**src/rtl/exmem_skid_stage.sv**
```systemverilog
// EX/MEM pipeline stage with valid/ready handshakes on both sides.
// A two-entry skid buffer (main + skid) keeps in_ready a function of
// registered state only, so there is no out_ready -> in_ready path.
//
// state | meaning
// ------+------------------------------------------------------------
// EMPTY | main invalid, skid invalid; outputs idle, ctrl reads 0
// ONE   | main valid, skid invalid; main drives outputs, can accept
// FULL  | main and skid valid; in_ready low until main drains
module exmem_skid_stage #(
    parameter int DATA_W  = 32,
    parameter int RD_W    = 5,
    parameter int CTRL_W  = 2,
    parameter int STALL_W = 16
) (
    input  logic               clk,
    input  logic               rst,
    input  logic               flush,
    input  logic               in_valid,
    output logic               in_ready,
    input  logic [CTRL_W-1:0]  in_ctrl,
    input  logic [DATA_W-1:0]  in_result,
    input  logic [DATA_W-1:0]  in_resM,
    input  logic [RD_W-1:0]    in_rd,
    output logic               out_valid,
    input  logic               out_ready,
    output logic [CTRL_W-1:0]  out_ctrl,
    output logic [DATA_W-1:0]  out_result,
    output logic [DATA_W-1:0]  out_resM,
    output logic [RD_W-1:0]    out_rd,
    output logic [STALL_W-1:0] stall_cnt
);

    typedef enum logic [1:0] {
        ST_EMPTY = 2'd0,
        ST_ONE   = 2'd1,
        ST_FULL  = 2'd2
    } state_t;

    state_t state, state_nxt;

    logic main_valid, skid_valid;
    logic accept, drain;
    logic load_main_in, load_main_skid, load_skid_in;
    logic clr_main_ctrl, clr_skid_ctrl;

    logic [CTRL_W-1:0] main_ctrl, skid_ctrl;
    logic [DATA_W-1:0] main_result, skid_result;
    logic [DATA_W-1:0] main_resM, skid_resM;
    logic [RD_W-1:0]   main_rd, skid_rd;

    assign main_valid = (state != ST_EMPTY);
    assign skid_valid = (state == ST_FULL);

    // Reset forces in_ready low in the same cycle so nothing is accepted then.
    assign in_ready = !skid_valid && !rst;
    assign accept   = in_valid && in_ready;
    assign drain    = main_valid && out_ready;

    // Next state and register-load selects; flush overrides any transfer.
    always_comb begin
        state_nxt      = state;
        load_main_in   = 1'b0;
        load_main_skid = 1'b0;
        load_skid_in   = 1'b0;
        clr_main_ctrl  = 1'b0;
        clr_skid_ctrl  = 1'b0;
        case (state)
            ST_EMPTY: begin
                if (accept) begin
                    state_nxt    = ST_ONE;
                    load_main_in = 1'b1;
                end
            end
            ST_ONE: begin
                if (accept && drain) begin
                    load_main_in = 1'b1;
                end else if (accept) begin
                    state_nxt    = ST_FULL;
                    load_skid_in = 1'b1;
                end else if (drain) begin
                    state_nxt     = ST_EMPTY;
                    clr_main_ctrl = 1'b1;
                end
            end
            ST_FULL: begin
                if (drain) begin
                    state_nxt      = ST_ONE;
                    load_main_skid = 1'b1;
                    clr_skid_ctrl  = 1'b1;
                end
            end
            default: begin
                state_nxt     = ST_EMPTY;
                clr_main_ctrl = 1'b1;
                clr_skid_ctrl = 1'b1;
            end
        endcase
        if (flush) begin
            state_nxt      = ST_EMPTY;
            load_main_in   = 1'b0;
            load_main_skid = 1'b0;
            load_skid_in   = 1'b0;
            clr_main_ctrl  = 1'b1;
            clr_skid_ctrl  = 1'b1;
        end
    end

    // State register.
    always_ff @(posedge clk) begin
        if (rst) state <= ST_EMPTY;
        else     state <= state_nxt;
    end

    // Main entry: loads from input or promoted skid; ctrl cleared when it empties.
    always_ff @(posedge clk) begin
        if (rst) begin
            main_ctrl   <= '0;
            main_result <= '0;
            main_resM   <= '0;
            main_rd     <= '0;
        end else if (load_main_in) begin
            main_ctrl   <= in_ctrl;
            main_result <= in_result;
            main_resM   <= in_resM;
            main_rd     <= in_rd;
        end else if (load_main_skid) begin
            main_ctrl   <= skid_ctrl;
            main_result <= skid_result;
            main_resM   <= skid_resM;
            main_rd     <= skid_rd;
        end else if (clr_main_ctrl) begin
            main_ctrl   <= '0;
        end
    end

    // Skid entry: catches the one entry accepted while main is stalled.
    always_ff @(posedge clk) begin
        if (rst) begin
            skid_ctrl   <= '0;
            skid_result <= '0;
            skid_resM   <= '0;
            skid_rd     <= '0;
        end else if (load_skid_in) begin
            skid_ctrl   <= in_ctrl;
            skid_result <= in_result;
            skid_resM   <= in_resM;
            skid_rd     <= in_rd;
        end else if (clr_skid_ctrl) begin
            skid_ctrl   <= '0;
        end
    end

    // Saturating back-pressure counter; only reset clears it, flush does not.
    always_ff @(posedge clk) begin
        if (rst) begin
            stall_cnt <= '0;
        end else if (main_valid && !out_ready && (stall_cnt != '1)) begin
            stall_cnt <= stall_cnt + STALL_W'(1);
        end
    end

    assign out_valid  = main_valid;
    assign out_ctrl   = main_ctrl;
    assign out_result = main_result;
    assign out_resM   = main_resM;
    assign out_rd     = main_rd;

endmodule

```
**config.mk**
```make
export PLATFORM = sky130hd
export DESIGN_NAME = exmem_skid_stage
export DESIGN_NICKNAME = d
export VERILOG_FILES = /design/src/rtl/exmem_skid_stage.sv
export SDC_FILE = /design/constraint.sdc
export NUM_CORES = 1
export LEC_CHECK = 0
export CORE_ASPECT_RATIO = 2
export CORE_MARGIN = 2
export CORE_UTILIZATION = 49
export CTS_BUF_LIST = sky130_fd_sc_hd__clkbuf_4 sky130_fd_sc_hd__clkbuf_8 sky130_fd_sc_hd__clkbuf_16
export CTS_CLUSTER_SIZE = 30
export DETAILED_ROUTE_END_ITERATION = 6
export PLACE_DENSITY = 0.85
export RECOVER_POWER = 25
export SYNTH_ARGS = -nofsm -noshare
export SYNTH_HDL_FRONTEND = slang
export SYNTH_SLANG_ARGS = --single-unit
```
**constraint.sdc**
```tcl
create_clock -name clk -period 2.55 [get_ports clk]
set_input_delay 0.3825 -clock clk [delete_from_list [all_inputs] [get_ports clk]]
set_output_delay 0.3825 -clock clk [all_outputs]
set_load 0.05 [all_outputs]
```
=== Word-level counts from Yosys, hierarchy flattened ===
Index checks and enable logic that the tools add are counted.

* $add $sub $neg: 1
* Multipliers: 0
* Divide/modulo/power cells: 0
* Order comparisons: 0
* Equal/unequal tests: 7
* Shift-type cells: 0
* Multiplexer cells: 33
* Bitwise operators: 0
* Reductions and logical operators: 18

{| class="wikitable"
|+ Operator list
! operator !! count
|-
| $mux 32 || 4
|-
| $mux 2 || 10
|-
| $add 16x1->16 const B || 1
|-
| $ne 16x16->1 const B || 1
|-
| $mux 1 || 13
|-
| $mux 5 || 2
|-
| $logic_and 1x1->1 || 6
|-
| $pmux 1 s2 || 3
|-
| $pmux 2 s3 || 1
|-
| $reduce_bool 2->1 || 3
|-
| $reduce_or 2->1 || 3
|-
| $ne 2x2->1 const B || 2
|-
| $reduce_and 4->1 || 1
|-
| $logic_not 1->1 || 3
|-
| $ne 3x3->1 const B || 1
|-
| $reduce_bool 3->1 || 1
|-
| $eq 2x1->1 const B || 1
|-
| $eq 2x2->1 const B || 1
|-
| $logic_not 2->1 || 1
|-
| $ne 2x1->1 const B || 1
|}

* Register bits: 160
* Bits in latches: 0
* Memory bits (writable): 0
* Bits in read-only memories: 0
* Bits of input ports: 76
* Output and inout port bits: 89
* Word-level logic and storage cells: 69
* Memories kept: 0

=== Logic depth before layout (Yosys ltp) ===
* Word-level depth: 11
* Mapped depth: 7

=== Worst setup path before layout ===
Ideal clock, no wire load.

* Path type: reg-to-reg
* Start: register stall_cnt[7]
* End: register stall_cnt[13]
* Data arrival time: 2.073 ns
* Path slack: 0.407 ns
* Stages on the path, launching flop included: 5
* Path buffers: 0
* Clock period less this slack: 2.143 ns
* Cells stage by stage: dfxtp_1 > nand4_4 > or4_4 > or4_1 > a21oi_1

* Word-level cells in the longest chain between the ends: 2
* Elaborated cells on any way between the ends: 3
* Those cells by class: add/sub: 1; eq/ne: 1; reduce/logical: 1

{| class="wikitable"
|+ Ends and longest elaborated chain
! element !! line !! RTL
|-
| start: declaration || 31 || <nowiki>output logic [STALL_W-1:0] stall_cnt</nowiki>
|-
| start signal: assignment || 159 || <nowiki>stall_cnt <= stall_cnt + STALL_W'(1);</nowiki>
|-
| branches (longest 2 deep; another with $add 16x1->16) || n/a ||
|}

Several ways; the timed one is not identified.
A chain may end at the register's enable or synchronous reset.

=== Final worst setup path ===
* Start: input port out_ready
* End: register skid_result[8]

* Word-level cells in the longest chain between the ends: 5

{| class="wikitable"
|+ Ends and longest elaborated chain
! element !! line !! RTL
|-
| start: declaration || 26 || <nowiki>input logic out_ready,</nowiki>
|-
| $logic_and 1x1->1 || 58 || <nowiki>assign drain = main_valid && out_ready;</nowiki>
|-
| $logic_and 1x1->1 || 76 || <nowiki>if (accept && drain) begin</nowiki>
|-
| $mux 1 || 76 ||
|-
| $mux 1 || 68 || <nowiki>case (state)</nowiki>
|-
| $mux 1 || 99 || <nowiki>if (flush) begin</nowiki>
|-
| end signal: assignment || 146 || <nowiki>skid_result <= in_result;</nowiki>
|-
| end: declaration || 48 || <nowiki>logic [DATA_W-1:0] main_result, skid_result;</nowiki>
|}

No other way between the ends.

==> run_results.csv <==
group,metric,value,unit
hold_path,hold_end,"skid_resM[23]",
worst_setup_path,cpLargestDelayFamily,"buffers and inverters",
cts,h-tree-depth,4,
cts,cts_tree,"built",
cts,ctsHoldBuffers,0,
cts,clkLatencyLatePin,0.42,ns
timing,rsz0062_at_grt,"false",
timing,final_max_slew_viol_count,0,
drt,vias_per_cell,5.55,
drt,vias,5847,
status,status,"completed",
power,p_per_area,653,mW/mm2
worst_setup_path,arrival,2.70,ns
yosys,seq_area_frac_synth,0.492,
floorplanning,start_util,0.501,
drt,drt-initial-drc-count,403,
worst_setup_path,max_stage_delay,0.76,ns
worst_setup_path,cp_slowest_cell,"clkbuf_2",
floorplanning,boundaryPins,165,
placed_design,hpwlAfterDp,10.7,mm
yosys,ys_warn_count,0,
timing,clock_skew,0.0105,ns
yosys,async_reset_ff_frac,0,
grt,grt_pass1_wl,26.8,mm
cts,cts_setup_buffers,0,
cts,cts_num_sinks,160,
final_layout,fin_nets,966,
placed_design,post_dp_cell_area,0.00830,mm2
grt,grt_max_degree,167,
cts,cts.clk_slew.worst_paths,0.07,ns
grt,grt_pass1_vias,5669,
yosys,yosysMostFrequentCell,"dfxtp_1",
power,p_leak,0.00288,uW
hold_path,hp-start,"skid_resM[23]",
placed_design,gp_congestion,0.806,
yosys,synth_top_cell_by_area,"dfxtp_1",
final_layout,antennaDiodeCount,0,
worst_setup_path,crit_type,"primary input to register",
floorplanning,die_h,167,um
worst_setup_path,crit_buf_inv,3,
floorplanning,num_rows,59,
yosys,synthesis.instances,751,
yosys,avgSynthCellArea,8.68,um2
grt,track_usage,0.231,
timing,period_share,0.931,
worst_setup_path,reg2regPathDepth,6,
timing,finalSetupViolCount,0,
drt,wl,16.6,mm
yosys,syn-cell-area,0.00651,mm2
final_layout,final_cell_area,0.00887,mm2
worst_setup_path,worstReg2RegStart,"state[1]",
timing,max_slew_margin,0.329,
worst_setup_path,reg2reg_to,"skid_result[8]",
floorplanning,die_w,85.5,um
floorplanning,core_region_area,0.0130,mm2
yosys,netlist.area_leader.share,0.492,
cts,root_buffer,"clkbuf_16",
cts,cts_resized,0,
drt,post_drt_wl_per_cell,15.8,um
drt,firstDrtPassIters,5,
final_layout,syn_to_final_growth,36.2,%
worst_setup_path,crit_required,2.88,ns
timing,min_period,2.37,ns
timing,tns,0,ns
run,maxCapViolations,0,
drt,ant_nets,0,
drt,drc,0,
yosys,yosys_register_bits,160,
timing,fmax,0.421,GHz
placed_design,portBuffers,164,
yosys,synthTopCellsByCount,"dfxtp_1, nand2_1, a21oi_1",
worst_setup_path,cp.depth,7,
timing,max_slew.worst_pin.slew,1.01,ns
power,vdd_drop_max,0.478,mV
worst_setup_path,cp_max_fo,43,
cts,cts_buffers,17,
yosys,synthTopCellsByArea,"dfxtp_1, mux2i_1, nand2_1",
yosys,synth_fp_nets,828,
final_layout,layout-drive-gt1-share,0.0644,
grt,antenna_found_initial,0,
yosys,ys.flop_type,"dfxtp_1",
yosys,ys_types,41,
cts,clockBufferDepth,2,
floorplanning,dieArea,0.0143,mm2
worst_setup_path,crit_path_cell_trace,"dlygate4sd3_1, clkbuf_1, nor2b_1, and2_2, clkbuf_2, nand2_1, a21oi_1",
timing,hold_violations,0,
worst_setup_path,timing.reg2reg.setup_slack,0.25,ns
final_layout,n_fill_cell,1014,
hold_path,hold_path_class,"register to register",
worst_setup_path,end_kind,"register",
yosys,synth_edf_count,0,
hold_path,min_path_cells,2,
worst_setup_path,start_kind,"primary input",
grt,grt.overflow.total,0,
power breakdown:
part	switching (uW)	internal, uW
combinational	400	270
sequential	37.9	2560
clock	1040	1480
total	1480	4320
worst max-delay path by stage:
stage                            start             end
after CTS                     state[1]        in_ready
after floorplan           stall_cnt[7]   stall_cnt[13]
after global placement       out_ready   stall_cnt[13]
final                        out_ready  skid_result[8]
after global routing         out_ready  skid_result[8]
after detailed placement     out_ready   stall_cnt[13]
cell families (layout without fill, tap and decap cells):
kind of cell / count (synthesis) / after routing / synth area share
AND/OR/NAND/NOR: 276 / 276 / 0.183
AO/OA/AOI/OAI: 177 / 177 / 0.171
flip-flops: 160 / 160 / 0.492
multiplexers: 73 / 73 / 0.113
buffers and inverters: 64 / 214 / 0.0398
adder cells (fa/ha/maj): 1 / 1 / 0.00192
layout by cell type, fill, tap and decap left out, types with 2 or more instances in the layout:
cell type / count
clkdlybuf4s50_1: 162
dfxtp_1: 160
nand2_1: 146
a21oi_1: 85
nor2_1: 77
mux2i_1: 69
a211oi_1: 69
clkbuf_16: 17
nor2b_1: 9
nand3_1: 9
buf_4: 7
o21ai_0: 6
nor4_1: 5
or4_1: 5
buf_12: 5
inv_1: 4
nand4_1: 4
o31ai_1: 4
mux2_2: 4
or3_1: 4
inv_6: 4
clkinvlp_4: 4
nor3_1: 3
o211ai_1: 2
o41ai_1: 2
nor4b_1: 2
a22oi_1: 2
bufinv_16: 2
clkinv_4: 2
clkbuf_1: 2
clkbuf_2: 2
metrics by stage:
stage	setup slack [ns]	utilization	total power, uW	instances	hold WS, ns
floorplan	0.407	-	3020	751	0.436
global placement	0.150	0.639	3320	1022	0.441
detailed placement	0.133	0.639	3330	1022	0.447
CTS	0.181	0.685	5850	1053	0.455
global route	0.0478	0.683	5990	1053	0.469
finish	0.176	0.683	5790	1053	0.452
registers in the layout, indices dropped and copies added, names as in the netlist:
signal       count
skid_resM       32
skid_rd          5
out_ctrl         2
skid_ctrl        2
out_rd           5
out_result      32
skid_result     32
out_resM        32
stall_cnt       16
state            2
per-layer routing:
layer	global-route usage	up-vias	routed length (um)	share of wire
li1	-	2904	-	-
met1	0.246	2756	6370	0.38
met2	0.421	150	9050	0.55
met3	0.0520	37	655	0.039
met4	0.104	0	512	0.031
met5	0	-	0	0
area by class of cell:
class,instances,area [um2],share of cell area
clock inverters,13,154,0.0173
clock buffers,18,439,0.0495
multi-input cells,527,3070,0.346
repair buffers,179,1800,0.203
flip-flops and latches,160,3200,0.361
well taps,152,190,0.0214
inverters,4,15.0,0.00169
tightest hold or removal path: cells and delay by family, from the launching register on:
family,cells,cell delay (ns)
compound gates,1,0.05
flops,1,0.31
simple gates,1,0.05
(Power assumes the default switching activity.)
